`src/rtl/chiptune_poly.sv`:
```
// -----------------------------------------------------------------------------
// chiptune_poly : multi-voice square-wave synthesiser driven by 8N1 serial
// command packets.
//
// A 4-byte packet (HDR, LO, HI, VOL) sets one voice's 12-bit half-period and
// 4-bit volume. The active voices are summed and played as a single PWM output.
//
// Ports:
//   clk       in   system clock (CLKRATE Hz)
//   rst_n     in   asynchronous active-low reset
//   rx        in   serial data, idle high, asynchronous to clk
//   pwm       out  mixed audio PWM
//   blink     out  heartbeat LED, toggles every CLKRATE/2 clocks
//   link      out  serial activity LED, held LINK_HOLD clocks after a good byte
//   frame_err out  one-clock pulse when a stop bit samples low
//
// Optional build macro:
//   CHIPTUNE_NOISE_EN  voice NUM_CH-1 plays 15-bit Galois LFSR noise instead of
//                      a square wave
// -----------------------------------------------------------------------------
module chiptune_poly #(
   parameter int CLKRATE   = 12_000_000,
   parameter int BAUDRATE  = 9600,
   parameter int NUM_CH    = 4,
   parameter int TONE_DIV  = 12,
   parameter int LINK_HOLD = 600_000
) (
   input  logic clk,
   input  logic rst_n,
   input  logic rx,
   output logic pwm,
   output logic blink,
   output logic link,
   output logic frame_err
);

   localparam int BAUD_DIV  = CLKRATE / BAUDRATE;
   localparam int HALF_DIV  = BAUD_DIV / 2;
   localparam int BW        = $clog2(BAUD_DIV + 1);
   localparam int TW        = $clog2(TONE_DIV + 1);
   localparam int LW        = $clog2(LINK_HOLD + 1);
   localparam int BLINK_DIV = CLKRATE / 2;
   localparam int KW        = $clog2(BLINK_DIV + 1);
   localparam int SW        = 4 + $clog2(NUM_CH);

   typedef enum logic [1:0] {U_IDLE, U_START, U_DATA, U_STOP} uart_st_t;
   typedef enum logic [1:0] {P_WAIT_HDR, P_WAIT_LO, P_WAIT_HI, P_WAIT_VOL} pars_st_t;

   // ---------------------------------------------------------------- UART rx
   logic           r_rx_meta;
   logic           r_rx_sync;
   logic           r_rx_prev;
   uart_st_t       r_ust;
   logic [BW-1:0]  r_bcnt;
   logic [2:0]     r_bit_idx;
   logic [7:0]     r_shift;
   logic           r_byte_valid;
   logic           r_frame_err;

   always_ff @(posedge clk or negedge rst_n) begin
      if (!rst_n) begin
         r_rx_meta    <= 1'b1;
         r_rx_sync    <= 1'b1;
         r_rx_prev    <= 1'b1;
         r_ust        <= U_IDLE;
         r_bcnt       <= '0;
         r_bit_idx    <= '0;
         r_shift      <= '0;
         r_byte_valid <= 1'b0;
         r_frame_err  <= 1'b0;
      end else begin
         r_rx_meta    <= rx;
         r_rx_sync    <= r_rx_meta;
         r_rx_prev    <= r_rx_sync;
         r_byte_valid <= 1'b0;
         r_frame_err  <= 1'b0;
         case (r_ust)
            U_IDLE: begin
               r_bcnt <= '0;
               // A falling edge is required, so a line stuck low after a
               // framing error does not retrigger reception.
               if (r_rx_prev && !r_rx_sync) r_ust <= U_START;
            end
            U_START: begin
               if (r_bcnt == BW'(HALF_DIV - 1)) begin
                  r_bcnt    <= '0;
                  r_bit_idx <= '0;
                  r_ust     <= r_rx_sync ? U_IDLE : U_DATA;
               end else begin
                  r_bcnt <= r_bcnt + 1'b1;
               end
            end
            U_DATA: begin
               if (r_bcnt == BW'(BAUD_DIV - 1)) begin
                  r_bcnt    <= '0;
                  r_shift   <= {r_rx_sync, r_shift[7:1]};
                  r_bit_idx <= r_bit_idx + 1'b1;
                  if (r_bit_idx == 3'd7) r_ust <= U_STOP;
               end else begin
                  r_bcnt <= r_bcnt + 1'b1;
               end
            end
            U_STOP: begin
               if (r_bcnt == BW'(BAUD_DIV - 1)) begin
                  r_bcnt <= '0;
                  if (r_rx_sync) r_byte_valid <= 1'b1;
                  else           r_frame_err  <= 1'b1;
                  r_ust <= U_IDLE;
               end else begin
                  r_bcnt <= r_bcnt + 1'b1;
               end
            end
            default: r_ust <= U_IDLE;
         endcase
      end
   end

   // ---------------------------------------------------------- packet parser
   pars_st_t                    r_pst;
   logic [2:0]                  r_ch;
   logic [6:0]                  r_plo;
   logic [4:0]                  r_phi;
   logic [NUM_CH-1:0][11:0]     r_period;
   logic [NUM_CH-1:0][3:0]      r_volume;

   always_ff @(posedge clk or negedge rst_n) begin
      if (!rst_n) begin
         r_pst    <= P_WAIT_HDR;
         r_ch     <= '0;
         r_plo    <= '0;
         r_phi    <= '0;
         r_period <= '0;
         r_volume <= '0;
      end else if (r_byte_valid) begin
         if (r_shift[7]) begin
            r_ch  <= r_shift[2:0];
            r_pst <= P_WAIT_LO;
         end else begin
            case (r_pst)
               P_WAIT_LO: begin
                  r_plo <= r_shift[6:0];
                  r_pst <= P_WAIT_HI;
               end
               P_WAIT_HI: begin
                  r_phi <= r_shift[4:0];
                  r_pst <= P_WAIT_VOL;
               end
               P_WAIT_VOL: begin
                  // Matching by loop skips channels >= NUM_CH naturally.
                  for (int unsigned c = 0; c < NUM_CH; c++) begin
                     if (r_ch == 3'(c)) begin
                        r_period[c] <= {r_phi, r_plo};
                        r_volume[c] <= r_shift[3:0];
                     end
                  end
                  r_pst <= P_WAIT_HDR;
               end
               default: r_pst <= P_WAIT_HDR;
            endcase
         end
      end
   end

   // -------------------------------------------------------- tone generation
   logic [TW-1:0]           r_pre;
   logic                    w_tick;
   logic [NUM_CH-1:0][11:0] r_cnt;
   logic [NUM_CH-1:0]       r_square;

   assign w_tick = (r_pre == TW'(TONE_DIV - 1));

   always_ff @(posedge clk or negedge rst_n) begin
      if (!rst_n)      r_pre <= '0;
      else if (w_tick) r_pre <= '0;
      else             r_pre <= r_pre + 1'b1;
   end

`ifdef CHIPTUNE_NOISE_EN
   logic [14:0] r_lfsr;
   logic [14:0] w_lfsr_next;

   // Right-shifting Galois form of the x^15 + x^14 + 1 polynomial.
   assign w_lfsr_next = {1'b0, r_lfsr[14:1]} ^ (r_lfsr[0] ? 15'h6000 : 15'h0000);

   always_ff @(posedge clk or negedge rst_n) begin
      if (!rst_n) r_lfsr <= 15'h0001;
      else if (r_period[NUM_CH-1] != '0 && w_tick && r_cnt[NUM_CH-1] == '0)
         r_lfsr <= w_lfsr_next;
   end
`endif

   // Reads of r_period here see the pre-commit value in a commit clock, so a
   // coincident reload uses the old period.
   always_ff @(posedge clk or negedge rst_n) begin
      if (!rst_n) begin
         r_cnt    <= '0;
         r_square <= '0;
      end else begin
         for (int unsigned c = 0; c < NUM_CH; c++) begin
            if (r_period[c] == '0) begin
               r_cnt[c]    <= '0;
               r_square[c] <= 1'b0;
            end else if (w_tick) begin
               if (r_cnt[c] == '0) begin
                  r_cnt[c] <= r_period[c];
`ifdef CHIPTUNE_NOISE_EN
                  if (c == NUM_CH - 1) r_square[c] <= w_lfsr_next[0];
                  else                 r_square[c] <= ~r_square[c];
`else
                  r_square[c] <= ~r_square[c];
`endif
               end else begin
                  r_cnt[c] <= r_cnt[c] - 1'b1;
               end
            end
         end
      end
   end

   // ------------------------------------------------------------------ mixer
   logic [SW-1:0] w_sum;
   logic [SW-1:0] r_pwm_cnt;
   logic [SW-1:0] r_latched_sum;
   logic          r_pwm;

   always_comb begin
      w_sum = '0;
      for (int unsigned c = 0; c < NUM_CH; c++) begin
         if (r_square[c]) w_sum = w_sum + SW'(r_volume[c]);
      end
   end

   always_ff @(posedge clk or negedge rst_n) begin
      if (!rst_n) begin
         r_pwm_cnt     <= '0;
         r_latched_sum <= '0;
         r_pwm         <= 1'b0;
      end else begin
         r_pwm_cnt <= r_pwm_cnt + 1'b1;
         if (r_pwm_cnt == '1) r_latched_sum <= w_sum;
         r_pwm <= (r_pwm_cnt < r_latched_sum);
      end
   end

   // ------------------------------------------------------------------- LEDs
   logic          r_link;
   logic [LW-1:0] r_link_cnt;
   logic          r_blink;
   logic [KW-1:0] r_blink_cnt;

   always_ff @(posedge clk or negedge rst_n) begin
      if (!rst_n) begin
         r_link     <= 1'b0;
         r_link_cnt <= '0;
      end else if (r_byte_valid) begin
         r_link     <= 1'b1;
         r_link_cnt <= LW'(LINK_HOLD - 1);
      end else if (r_link) begin
         if (r_link_cnt == '0) r_link     <= 1'b0;
         else                  r_link_cnt <= r_link_cnt - 1'b1;
      end
   end

   always_ff @(posedge clk or negedge rst_n) begin
      if (!rst_n) begin
         r_blink     <= 1'b0;
         r_blink_cnt <= '0;
      end else if (r_blink_cnt == KW'(BLINK_DIV - 1)) begin
         r_blink     <= ~r_blink;
         r_blink_cnt <= '0;
      end else begin
         r_blink_cnt <= r_blink_cnt + 1'b1;
      end
   end

   assign pwm       = r_pwm;
   assign blink     = r_blink;
   assign link      = r_link;
   assign frame_err = r_frame_err;

endmodule
```
`config.mk`:
```
export PLATFORM = sky130hd
export DESIGN_NAME = chiptune_poly
export DESIGN_NICKNAME = d
export VERILOG_FILES = /design/src/rtl/chiptune_poly.sv
export SDC_FILE = /design/constraint.sdc
export NUM_CORES = 1
export LEC_CHECK = 0
export BUFFER_PORTS_ARGS = -buffer_cell sky130_fd_sc_hd__buf_2
export CORE_UTILIZATION = 40
export CTS_CLUSTER_SIZE = 14
export DETAILED_ROUTE_END_ITERATION = 10
export PLACE_DENSITY = 0.55
export SYNTH_ARGS = -nofsm -noshare
export SYNTH_HDL_FRONTEND = slang
export SYNTH_SLANG_ARGS = --single-unit
```
`constraint.sdc`:
```
create_clock -name clk -period 4.1 [get_ports clk]
set_input_delay 0.41 -clock clk [delete_from_list [all_inputs] [get_ports clk]]
set_output_delay 0.41 -clock clk [all_outputs]
set_load 0.005 [all_outputs]
```
Word level (Yosys, flattened, before mapping):

Cells that the tools add are included.

* output and inout port bits: 4
* word-level logic and storage cells: 174
* input port bits: 3
* register bits after elaboration: 224

* mux-type cells: 57
* reductions and logical operators: 39
* add/sub/neg operators: 13
* eq/ne operators: 21
* $lt $le $gt $ge: 1
* bitwise operators: 6

Operators by type and width (count)
* $mux W12: 12
* $logic_not A12 Y1: 8
* $mux W20: 3
* $sub A12 B1 Y12 const B: 4
* $pmux W11 S3: 1
* $add A23 B1 Y23 const B: 1
* $eq A23 B23 Y1 const B: 1
* $mux W23: 1
* $mux W11: 2
* $mux W1: 21
* $logic_not A20 Y1: 1
* $reduce_bool A2 Y1: 10
* $sub A20 B1 Y20 const B: 1
* $add A6 B4 Y6: 3
* $mux W6: 3
* $reduce_and A4 Y1: 4
* $mux W2: 7
* $reduce_and A2 Y1: 7
* $ne A2 B2 Y1 const B: 6
* $add A11 B1 Y11 const B: 1
* $eq A11 B10 Y1 const B: 1
* $eq A11 B11 Y1 const B: 1
* $reduce_and A3 Y1: 3
* $eq A2 B2 Y1 const B: 4
* 22 further kinds: 31

Longest topological paths before layout:

Gate-level depths: netlist (run 1).

* word-level depth: 7
* gate-level depth with buffers: 19
* mapped depth without buffers: 19

Worst setup path after synthesis (run 1):

OpenSTA, ideal clock, no wires.

* kind: register -> register
* from: register r_square[0]
* to: register r_latched_sum[3]
* setup time: 0.131 ns
* period minus slack after synthesis: 3.424 ns
* setup slack: 0.676 ns
* buffers on the path: 0
* cell stages (with the launch flop): 16
* arrival: 3.293 ns
* cell sequence: dfrtp_1 and2_1 ha_1 inv_1 fa_1 mux2i_1 inv_1 fa_1 a21oi_1 ha_1 a21o_1 a21o_1 xor2_1 and2_1 a211oi_1 a21oi_1

* cells in the longest elaborated chain, start to end: 7

Ends and longest elaborated chain
* start, declared: RTL line 168 `logic [NUM_CH-1:0] r_square;`
* start signal, assigned by index: RTL line 210 `r_square[c] <= ~r_square[c];`
* $mux W4 (*): RTL line 229 `if (r_square[c]) w_sum = w_sum + SW'(r_volume[c]);`
* $add A6 B4 Y6: RTL line 229
* $mux W6 (*): RTL line 229
* $add A6 B4 Y6: RTL line 229
* $mux W6 (*): RTL line 229
* $add A6 B4 Y6: RTL line 229
* $mux W6 (*): RTL line 229
* end signal, assigned: RTL line 240 `if (r_pwm_cnt == '1) r_latched_sum <= w_sum;`
* end, declared: RTL line 223 `logic [SW-1:0] r_latched_sum;`

Mark *: on every way between the ends. The rest lies on a longest branch, timed or not.
A chain may end at the register's enable or synchronous reset.

Worst setup path after layout (run 1):

* from: register r_square[0]
* to: register r_latched_sum[4]

The elaborated chain is that of the path after synthesis.

==> flow_summary_export.csv, run 1 <==
group,metric,value,unit
sta,worst_slack,0.406,ns
synthesis,netlist_top_cells_area,"dfrtp_1 49%, mux2_2 9.6%, ha_1 4.1%",
synthesis,ys_warn_count,0,
sta,post-route-period-util,90.1,%
final_layout,area_delta_synth_final,11.6,%
flow_run,maxCapViolCount,0,
synthesis,ys_ff_latch,224,
synthesis,synthArstFlopShare,100,%
synthesis,yosysTopAreaCell,"dfrtp_1",
final_layout,antenna_cells,0,
die,core_area,27700,µm²
die,dieArea,28800,µm²
critical_path,crit_path_cell_trace,"and2_1 > ha_1 > inv_1 > fa_1 > nor2b_1 > nand3b_1 > xor2_1 > ha_1 > and2_1 > a22o_1 > o31ai_1 > a31o_2 > ha_1 > nor2b_1 > o21ai_0 > a21oi_1 > nand2b_1 > o21ai_0",
global_routing,grt_max_degree,113,
critical_path,cp_slowest_cell,"dfrtp_2",
power,p_leak,0.00572,µW
critical_path,path_common_cell,"ha_1",
sta,min_period,3.69,ns
cts,cts_made_buffers,26,
die,fp.dieW,170,µm
cts,cts_buffer_depth,3,
cts,cts_setup_buffers,0,
die,die_h,170,µm
route,ant_nets,0,
placed_design,hpwl,15200,µm
global_routing,antenna_found_initial,0,
outcome,status,"finished, violations left",
route,wl_per_cell,15.4,µm
global_routing,gr-usage-all-layers,16.6,%
cts,cts_root_buf,"clkbuf_16",
route,drtPass1Iterations,8,
global_routing,grt_pass1_wl,39200,µm
sta,maxSlewViolCount,0,
synthesis,avgSynthCellArea,10.4,µm²
final_layout,fill_cells,2558,
die,std_cell_rows,61,
hold_path,hp-class,"in2async",
global_routing,gr-usage-met1,23.4,%
die,io_pins,7,
synthesis,synth_edf_count,0,
placed_design,routabilityCongestion,0.780,
outcome,violations,"DRC, hold timing",
critical_path,critPathRequiredTime,4.53,ns
power,peakVddDrop,0.247,mV
critical_path,critPathLaunchType,"flip-flop",
sta,hold_viol_final,19,
synthesis,synth_area,11300,µm²
global_routing,top_usage_layer,"met2",
critical_path,cp.arrival,4.12,ns
sta,rsz0062_at_grt,"false",
cts,insertion_delay,0.52,ns
route,drt_iter0_markers,447,
sta,tns,0,ns
synthesis,netlist.area_leader.share,49.1,%
cts,cts_sinks,224,
global_routing,gr-total-overflow,0,
placed_design,dp_slack,0.350,ns
synthesis,synth.distinct_cells,64,
cts,cts_tree,"done",
sta,slew-limit-headroom,33.6,%
synthesis,synth_fp_nets,1124,
die,start_util,40.6,%
synthesis,synthTopCellsByCount,"221 x dfrtp_1, 100 x nor2_1, 96 x mux2_2",
sta,finalSetupViolCount,0,
sta,fin_skew,0.00734,ns
route,via_count,7906,
sta,tightest_slew,0.987,ns
final_layout,drive_gt1_share,15.3,%
critical_path,path_max_fanout,6,
power,powerDensity,369,nW/µm²
cts,cts.reportedPaths.clkPinSlew,0.07,ns
synthesis,synthFlopType,"dfrtp_1",
route,via_per_inst,5.31,
critical_path,crit_type,"reg2reg",
final_layout,nNetsFinal,1133,
route,drc_errors,2,
global_routing,grt_pass1_vias,7721,
global_routing,use_met3,2.22,%
synthesis,post_synth_inst_count,1081,
critical_path,cp_slowest_stage_delay,0.41,ns
cts,cts_htree_levels,1,
synthesis,post-synth-top-count-cell,"dfrtp_1",
placed_design,port_buffers,6,
critical_path,end_kind,"flip-flop",
sta,timing.hold.ws,-0.0406,ns
route,wl,23000,µm
final_layout,multi_input_area,5310,µm²
sta,clock.fmax,271,MHz
synthesis,seq_area_frac_synth,49.8,%
final_layout,register_area,5610,µm²
global_routing,grt_use_met2,27.1,%
==> flip-flops by register name (all words and copies together) (netlist names), 5 cells and up, named ones only <==
signal / count
r_link_cnt: 20
r_pwm_cnt: 6
r_period: 48
r_cnt: 48
r_bcnt: 11
r_volume: 16
r_shift: 8
r_latched_sum: 6
r_blink_cnt: 23
r_phi: 5
r_plo: 7
==> cell type report <==
type / instances / share of cell area, %
Sequential cell: 224 / 44.7
Multi-Input combinational cell: 772 / 42.3
Clock buffer: 38 / 6.03
Tap cell: 378 / 3.77
Inverter: 49 / 1.46
Timing Repair Buffer: 17 / 1.10
Clock inverter: 10 / 0.667
==> per-layer routing <==
layer	vias to the layer above	part of all wire, %
li1	3877	-
met1	3900	49
met2	97	46
met3	32	2.8
met4	0	1.8
met5	-	0
==> what timing repair did <==
item | 4_1_cts | 5_1_grt
resized for setup | 0 | 1
setup endpoints to repair | 0 | 1
hold endpoints to repair | 1 | 0
hold buffers | 1 | 0
==> report_power, final <==
| part | leakage [µW] | switching [µW] | internal, µW |
|---|---|---|---|
| registers | 0.00308 | 35.1 | 2240 |
| logic | 0.00224 | 82.5 | 41.0 |
| clock network | 0.000412 | 895 | 1340 |
| total | 0.00572 | 1010 | 3620 |
==> cell families (layout without fill, tap and decap cells) <==
kind of cell	Yosys count	count (layout)	synth area share, %
simple gates	388	388	17.3
mux	106	106	10.6
fa+ha+maj	41	41	4.73
compound gates	178	178	9.96
xor+xnor	59	59	4.59
buf+inv	85	114	3.02
flops	224	224	49.8
==> metrics by stage <==
stage               utilization, %  cells  total power [µW]  cell area, µm²  hold slack [ns]
floorplan                        -   1081              2370           11300            0.114
global placement              42.3   1439              2440           11700            0.346
detailed placement            42.3   1439              2440           11700            0.347
CTS                           45.3   1488              4710           12600           0.0116
global route                  45.3   1488              4820           12600           0.0378
finish                        45.3   1488              4630           12600          -0.0406
==> path summary, 6_finish.rpt <==
kind | cells past startpoint | end | startpoint | slack, ns
min in group clk | 0 | r_rx_sync$_DFF_PN1_ | r_rx_meta$_DFF_PN1_ | 0.35
worst min-delay path | 1 | r_cnt[23]$_DFFE_PN0P_ | rst_n | -0.04
worst min register to register | 0 | r_rx_sync$_DFF_PN1_ | r_rx_meta$_DFF_PN1_ | 0.35
worst max register to register | 18 | r_latched_sum[4]$_DFFE_PN0N_ | r_square[0]$_DFFE_PN0P_ | 0.41
worst max-delay path | 18 | r_latched_sum[4]$_DFFE_PN0N_ | r_square[0]$_DFFE_PN0P_ | 0.41
max in group asynchronous | 2 | r_rx_meta$_DFF_PN1_ | rst_n | 3.15
==> layout by cell type (no fill, tap or decap), types with 13 or more instances in the layout <==
master | netlist | routed
and3_1 | 13 | 13
a21oi_1 | 42 | 42
inv_1 | 49 | 49
xor2_1 | 26 | 26
a211oi_1 | 13 | 13
mux2_2 | 96 | 96
nor3_1 | 38 | 37
nor4_1 | 27 | 27
nand2b_1 | 17 | 17
nand2_1 | 86 | 86
clkbuf_16 | 0 | 27
or3_1 | 15 | 15
xnor2_1 | 33 | 33
dfrtp_1 | 221 | 220
nand3_1 | 36 | 36
nor2_1 | 100 | 100
ha_1 | 37 | 37
o21ai_0 | 53 | 53
==> critical path, delay by kind of cell (launching register included) <==
family                   cells  cell delay, ns
XOR/XNOR                     1            0.20
buffers and inverters        1            0.05
adder cells (fa/ha/maj)      4            1.09
flip-flops                   1            0.41
AND/OR/NAND/NOR              6            0.88
AO/OA/AOI/OAI                6            0.98
(Power assumes the default switching activity.)
==> run 2, diff against run 1 <==
--- a/config.mk
+++ b/config.mk
@@ -5,6 +5,7 @@
 export SDC_FILE = /design/constraint.sdc
 export NUM_CORES = 1
 export LEC_CHECK = 0
+export ABC_AREA = 1
 export BUFFER_PORTS_ARGS = -buffer_cell sky130_fd_sc_hd__buf_2
 export CORE_UTILIZATION = 40
 export CTS_CLUSTER_SIZE = 14
@@ -13,3 +14,4 @@
 export SYNTH_ARGS = -nofsm -noshare
 export SYNTH_HDL_FRONTEND = slang
 export SYNTH_SLANG_ARGS = --single-unit
+export TNS_END_PERCENT = 1
==> constraint.sdc (replaced) <==
create_clock -name clk -period 4.1 [get_ports clk]
set_input_delay 0.41 -clock clk [delete_from_list [all_inputs] [get_ports clk]]
set_output_delay 0.41 -clock clk [all_outputs]
set_load 0.05 [all_outputs]
==> flow_summary_export.csv, run 2 <==
group,metric,value,unit
synthesis,synth_fp_nets,1506,
synthesis,synthArstFlopShare,100,%
power,peakVddDrop,0.352,mV
synthesis,netlist.area_leader.share,47.1,%
final_layout,area_delta_synth_final,11.6,%
sta,tns,0,ns
route,ant_nets,0,
cts,cts_sinks,224,
synthesis,netlist_top_cells_area,"dfrtp_1 47%, nand2_1 11%, inv_1 5.2%",
synthesis,yosysTopAreaCell,"dfrtp_1",
global_routing,use_met3,2.46,%
critical_path,critPathRequiredTime,4.54,ns
die,std_cell_rows,62,
cts,cts.reportedPaths.clkPinSlew,0.06,ns
route,drt_iter0_markers,662,
synthesis,post-synth-top-count-cell,"nand2_1",
cts,cts_tree,"done",
final_layout,layout_common_cells,"340 x nand2_1, 221 x dfrtp_1, 163 x inv_1",
synthesis,synthFlopType,"dfrtp_1",
cts,cts_made_buffers,27,
die,dieArea,30000,µm²
sta,hold_viol_final,0,
global_routing,gr-usage-met1,24.8,%
critical_path,crit_type,"reg2reg",
hold_path,hp-class,"reg2reg",
final_layout,reg.largest.list,"r_cnt x48, r_period x48, r_blink_cnt x23",
cts,insertion_delay,0.54,ns
global_routing,antenna_found_initial,0,
final_layout,drive_gt1_share,6.96,%
route,drtPass1Iterations,5,
global_routing,top_usage_layer,"met2",
power,powerDensity,375,nW/µm²
sta,maxSlewViolCount,0,
synthesis,ys_ff_latch,224,
sta,post-route-period-util,88.6,%
die,start_util,40.8,%
sta,rsz0062_at_grt,"false",
final_layout,nNetsFinal,1518,
outcome,status,"finished, final reports clean",
critical_path,crit_path_cell_trace,"nand2_1 > inv_1 > ha_1 > inv_1 > fa_1 > o21ai_1 > inv_1 > fa_1 > xor2_1 > or2_2 > nand2_1 > ha_1 > a21oi_1 > nand2_1 > nand2_1 > nand2_1 > o21ai_0 > inv_1 > a22oi_1",
critical_path,cp.arrival,4.07,ns
final_layout,layout_commonest_cell,"nand2_1",
final_layout,antenna_cells,0,
global_routing,gr-total-overflow,0,
flow_run,maxCapViolCount,0,
route,wl_per_cell,13.9,µm
sta,slew-limit-headroom,27.3,%
sta,min_period,3.63,ns
synthesis,seq_area_frac_synth,47.8,%
critical_path,critPathLaunchType,"flip-flop",
critical_path,end_kind,"flip-flop",
route,wl,26200,µm
power,p_leak,0.00628,µW
cts,cts_root_buf,"clkbuf_16",
cts,cts_htree_levels,1,
sta,finalSetupViolCount,0,
route,via_per_inst,4.95,
sta,clock.fmax,275,MHz
synthesis,synthTopCellsByCount,"340 x nand2_1, 221 x dfrtp_1, 163 x inv_1",
synthesis,post_synth_inst_count,1463,
die,die_h,173,µm
synthesis,synth_edf_count,0,
global_routing,grt_max_degree,118,
critical_path,cp_slowest_stage_delay,0.45,ns
critical_path,path_max_fanout,8,
placed_design,hpwl,18200,µm
synthesis,synth_area,11700,µm²
global_routing,gr-usage-all-layers,18.0,%
route,drc_errors,0,
synthesis,synth.distinct_cells,46,
die,io_pins,7,
global_routing,grt_pass1_vias,9074,
global_routing,grt_pass1_wl,45200,µm
cts,cts_buffer_depth,3,
die,fp.dieW,173,µm
synthesis,avgSynthCellArea,8.03,µm²
critical_path,path_common_cell,"nand2_1",
global_routing,grt_use_met2,29.8,%
sta,tightest_slew,1.09,ns
placed_design,port_buffers,6,
sta,fin_skew,0.0118,ns
die,core_area,28800,µm²
synthesis,ys_warn_count,0,
placed_design,routabilityCongestion,0.826,
critical_path,cp_slowest_cell,"dfrtp_1",
route,via_count,9300,
power,total_power,4920,µW
## run 2: routing by layer
layer	share of wire [%]	wire length [µm]
met5	0	0
met4	2.3	593
met3	2.6	680
met2	46	12000
met1	49	12900
## run 2: path summary, 6_finish.rpt
| check | startpoint | end | slack (ns) | depth (start not counted) |
|---|---|---|---|---|
| setup reg to reg | r_square[0]$_DFFE_PN0P_ | r_latched_sum[3]$_DFFE_PN0N_ | 0.47 | 19 |
| min in group asynchronous | rst_n | r_cnt[17]$_DFFE_PN0P_ | 0.52 | 2 |
| max in group asynchronous | rst_n | r_rx_sync$_DFF_PN1_ | 2.63 | 3 |
| hold / removal | r_rx_meta$_DFF_PN1_ | r_rx_sync$_DFF_PN1_ | 0.35 | 0 |
| hold reg to reg | r_rx_meta$_DFF_PN1_ | r_rx_sync$_DFF_PN1_ | 0.35 | 0 |
| setup / recovery | r_square[0]$_DFFE_PN0P_ | r_latched_sum[3]$_DFFE_PN0N_ | 0.47 | 19 |
## run 2: final cells by class
type                    count  area, µm²
well taps                 384        480
multi-input cells        1032       5330
clock inverters            10        135
inverters                 177        664
clock buffers              38        777
flip-flops and latches    224       5610
fillers                  2897      15700
repair buffers             13        110
## run 2: repair_timing
action / in CTS / in global routing
hold buffers: 2 / 0
resized for setup: 0 / 0
buffers inserted: 0 / 0
endpoints found under the hold margin: 13 / 0
## run 2: metrics by stage
| stage | instances | hold slack [ns] | utilization, % | cell area [µm²] | worst slack [ns] |
|---|---|---|---|---|---|
| 2_1_floorplan | 1463 | 0.114 | - | 11700 | 0.735 |
| 3_3_place_gp | 1828 | 0.348 | 42.3 | 12200 | 0.581 |
| 3_5_place_dp | 1828 | 0.348 | 42.3 | 12200 | 0.458 |
| 4_1_cts | 1878 | 0.356 | 45.5 | 13100 | 0.443 |
| 5_1_grt | 1878 | 0.356 | 45.5 | 13100 | 0.118 |
| 6_report | 1878 | 0.354 | 45.5 | 13100 | 0.466 |
## run 2: worst max-delay path: cells and delay by family (launching register included)
| kind | cells | cell delay [ns] |
|---|---|---|
| DFF | 1 | 0.45 |
| xor gates and xnor gates | 1 | 0.15 |
| adders and majority gates | 4 | 1.28 |
| buffers and inverters | 4 | 0.27 |
| and+or+nand+nor | 6 | 0.67 |
| AOI/OAI and AO/OA | 4 | 0.70 |
## run 2: report_power, final
group / leakage, µW / internal, µW / total (µW) / switching (µW)
Clock: 0.000449 / 1500 / 2440 / 936
Combinational: 0.00275 / 62.9 / 206 / 143
Sequential: 0.00308 / 2240 / 2270 / 34.3
Total: 0.00628 / 3810 / 4920 / 1110
## run 2: cell families after synthesis
| kind of cell | synth area share [%] |
|---|---|
| xor+xnor | 3.51 |
| compound gates | 11.2 |
| simple gates | 26.3 |
| buf+inv | 6.83 |
| fa+ha+maj | 4.45 |
| flops | 47.8 |
==> run 3, diff against run 2 <==
--- a/config.mk
+++ b/config.mk
@@ -6,7 +6,7 @@
 export NUM_CORES = 1
 export LEC_CHECK = 0
 export ABC_AREA = 1
-export BUFFER_PORTS_ARGS = -buffer_cell sky130_fd_sc_hd__buf_2
+export BUFFER_PORTS_ARGS = -buffer_cell sky130_fd_sc_hd__buf_4
 export CORE_UTILIZATION = 40
 export CTS_CLUSTER_SIZE = 14
 export DETAILED_ROUTE_END_ITERATION = 10
==> flow_summary_export.csv, run 3 (synthesis results as in run 2) <==
group,metric,value,unit
outcome,status,"finished, violations left",
outcome,violations,"hold timing",
sta,maxSlewViolCount,0,
critical_path,cp_slowest_cell,"dfrtp_1",
cts,cts.reportedPaths.clkPinSlew,0.06,ns
critical_path,reg2reg_from,"r_square[0]$_DFFE_PN0P_",
cts,cts_buffer_depth,3,
sta,tightest_slew,1.09,ns
critical_path,end_kind,"flip-flop",
critical_path,cp_slowest_stage_delay,0.45,ns
critical_path,endpoint,"r_latched_sum[3]$_DFFE_PN0N_",
die,start_util,40.8,%
final_layout,fill_cells,2879,
route,via_per_inst,4.96,
cts,holdBufCountCts,1,
critical_path,path_common_cell,"nand2_1",
die,core_area,28800,µm²
final_layout,drive_gt1_share,7.04,%
die,io_pins,7,
final_layout,nNetsFinal,1515,
route,wl,26400,µm
die,std_cell_rows,62,
placed_design,place_inst,1827,
cts,cts_resized,0,
final_layout,antenna_cells,0,
critical_path,cp.depth,19,
die,fp.dieW,173,µm
cts,insertion_delay,0.52,ns
critical_path,timing.rr.end,"r_latched_sum[3]$_DFFE_PN0N_",
sta,hold_viol_final,32,
global_routing,gr-usage-all-layers,18.2,%
power,peakVddDrop,0.318,mV
die,die_h,173,µm
final_layout,layout_commonest_cell,"nand2_1",
cts,cts_setup_buffers,0,
flow_run,maxCapViolCount,0,
route,drc_errors,0,
critical_path,path_max_fanout,8,
hold_path,hp-class,"in2async",
placed_design,hpwl,18100,µm
power,powerDensity,370,nW/µm²
critical_path,cp_num_buf_inv,4,
placed_design,dpl_cell_area,12200,µm²
cts,cts_made_buffers,26,
final_layout,layout_common_cells,"340 x nand2_1, 221 x dfrtp_1, 163 x inv_1",
cts,cts_htree_levels,1,
critical_path,critPathLaunchType,"flip-flop",
global_routing,gr-total-overflow,0,
route,wl_per_cell,14.1,µm
sta,rsz0062_at_grt,"false",
critical_path,crit_start,"r_square[0]$_DFFE_PN0P_",
route,via_count,9306,
final_layout,fin_area,13100,µm²
critical_path,crit_type,"reg2reg",
route,drt_iter0_markers,591,
critical_path,critPathRequiredTime,4.53,ns
global_routing,grt_pass1_wl,45600,µm
placed_design,port_buffers,6,
route,ant_nets,0,
placed_design,routabilityCongestion,0.846,
sta,timing.hold.ws,-0.0834,ns
final_layout,reg.largest.list,"r_cnt x48, r_period x48, r_blink_cnt x23",
sta,clock.fmax,279,MHz
cts,cts_root_buf,"clkbuf_16",
cts,cts_sinks,224,
final_layout,area_delta_synth_final,11.4,%
cts,cts_tree,"done",
global_routing,grt_max_degree,115,
sta,fin_skew,0.0141,ns
route,drtPass1Iterations,5,
final_layout,final_cells,1876,
sta,finalSetupViolCount,0,
power,p_leak,0.00626,µW
critical_path,cp_top_family,"adder cells",
critical_path,r2r_slack,0.52,ns
sta,slew-limit-headroom,27.2,%
sta,post-route-period-util,87.4,%
critical_path,crit_path_cell_trace,"nand2_1 > inv_1 > ha_1 > inv_1 > fa_1 > o21ai_1 > inv_1 > fa_1 > xor2_1 > or2_2 > nand2_1 > ha_1 > a21oi_1 > nand2_1 > nand2_1 > nand2_1 > o21ai_0 > inv_1 > a22oi_1",
final_layout,final_core_util,45.5,%
sta,min_period,3.58,ns
critical_path,cp.arrival,4.02,ns
sta,tns,0,ns
global_routing,antenna_found_initial,0,
die,dieArea,30000,µm²
critical_path,worstRegToRegCells,19,
global_routing,grt_pass1_vias,9099,
power,total_power,4840,µW
==> run 3: cell types whose count changed in the layout (fill, tap and decap cells not counted), sizes merged <==
cell,previous run,this run
dlygate4sd3,2,1
buf,11,10
clkinv,4,5
clkinvlp,1,2
inv,179,177
bufinv,3,1
clkbuf,38,40
==> run 3: layer usage <==
metal / global-route usage (%) / vias up / part of all wire, %
li1: - / 4813 / -
met1: 25.4 / 4380 / 49
met2: 30.4 / 86 / 47
met3: 2.19 / 27 / 2.8
met4: 3.61 / 0 / 1.6
met5: 0 / - / 0
==> run 3: worst min path at each step <==
stage / start / end / slack, ns / cells after the start
after detailed placement: r_rx_meta$_DFF_PN1_ / r_rx_sync$_DFF_PN1_ / 0.35 / 0
after CTS: rst_n / r_cnt[17]$_DFFE_PN0P_ / 0.01 / 1
after floorplan: rst_n / asynchronous set/reset pin / 0.11 / 0
final: rst_n / r_cnt[19]$_DFFE_PN0P_ / -0.08 / 1
after global routing: rst_n / r_cnt[16]$_DFFE_PN0P_ / 0.05 / 1
after global placement: r_rx_meta$_DFF_PN1_ / r_rx_sync$_DFF_PN1_ / 0.35 / 0
==> run 3: area by class of cell <==
| class | instances | area, µm² | area share, % |
|---|---|---|---|
| Sequential cell | 224 | 5610 | 42.9 |
| Multi-Input combinational cell | 1032 | 5330 | 40.7 |
| Clock buffer | 40 | 825 | 6.30 |
| Inverter | 177 | 664 | 5.08 |
| Tap cell | 384 | 480 | 3.67 |
| Timing Repair Buffer | 11 | 105 | 0.803 |
| Clock inverter | 8 | 70.1 | 0.536 |
==> run 3: stage by stage <==
stage	hold slack, ns	setup slack, ns
4_1_cts	0.0140	0.495
3_3_place_gp	0.348	0.577
6_report	-0.0834	0.518
2_1_floorplan	0.114	0.735
3_5_place_dp	0.348	0.505
5_1_grt	0.0474	0.110
==> run 3: power breakdown <==
group | leakage, µW | switching, µW | internal [µW] | total (µW)
logic | 0.00274 | 143 | 61.5 | 204
clock network | 0.000442 | 917 | 1440 | 2360
registers | 0.00308 | 34.4 | 2240 | 2270
==> run 3: worst reg2reg max path: cells and delay by family (launching register included) <==
family                   cells  cell delay (ns)
AO/OA/AOI/OAI                4             0.68
flip-flops                   1             0.45
AND/OR/NAND/NOR              6             0.67
adder cells (fa/ha/maj)      4             1.28
buffers and inverters        4             0.28
XOR/XNOR                     1             0.15
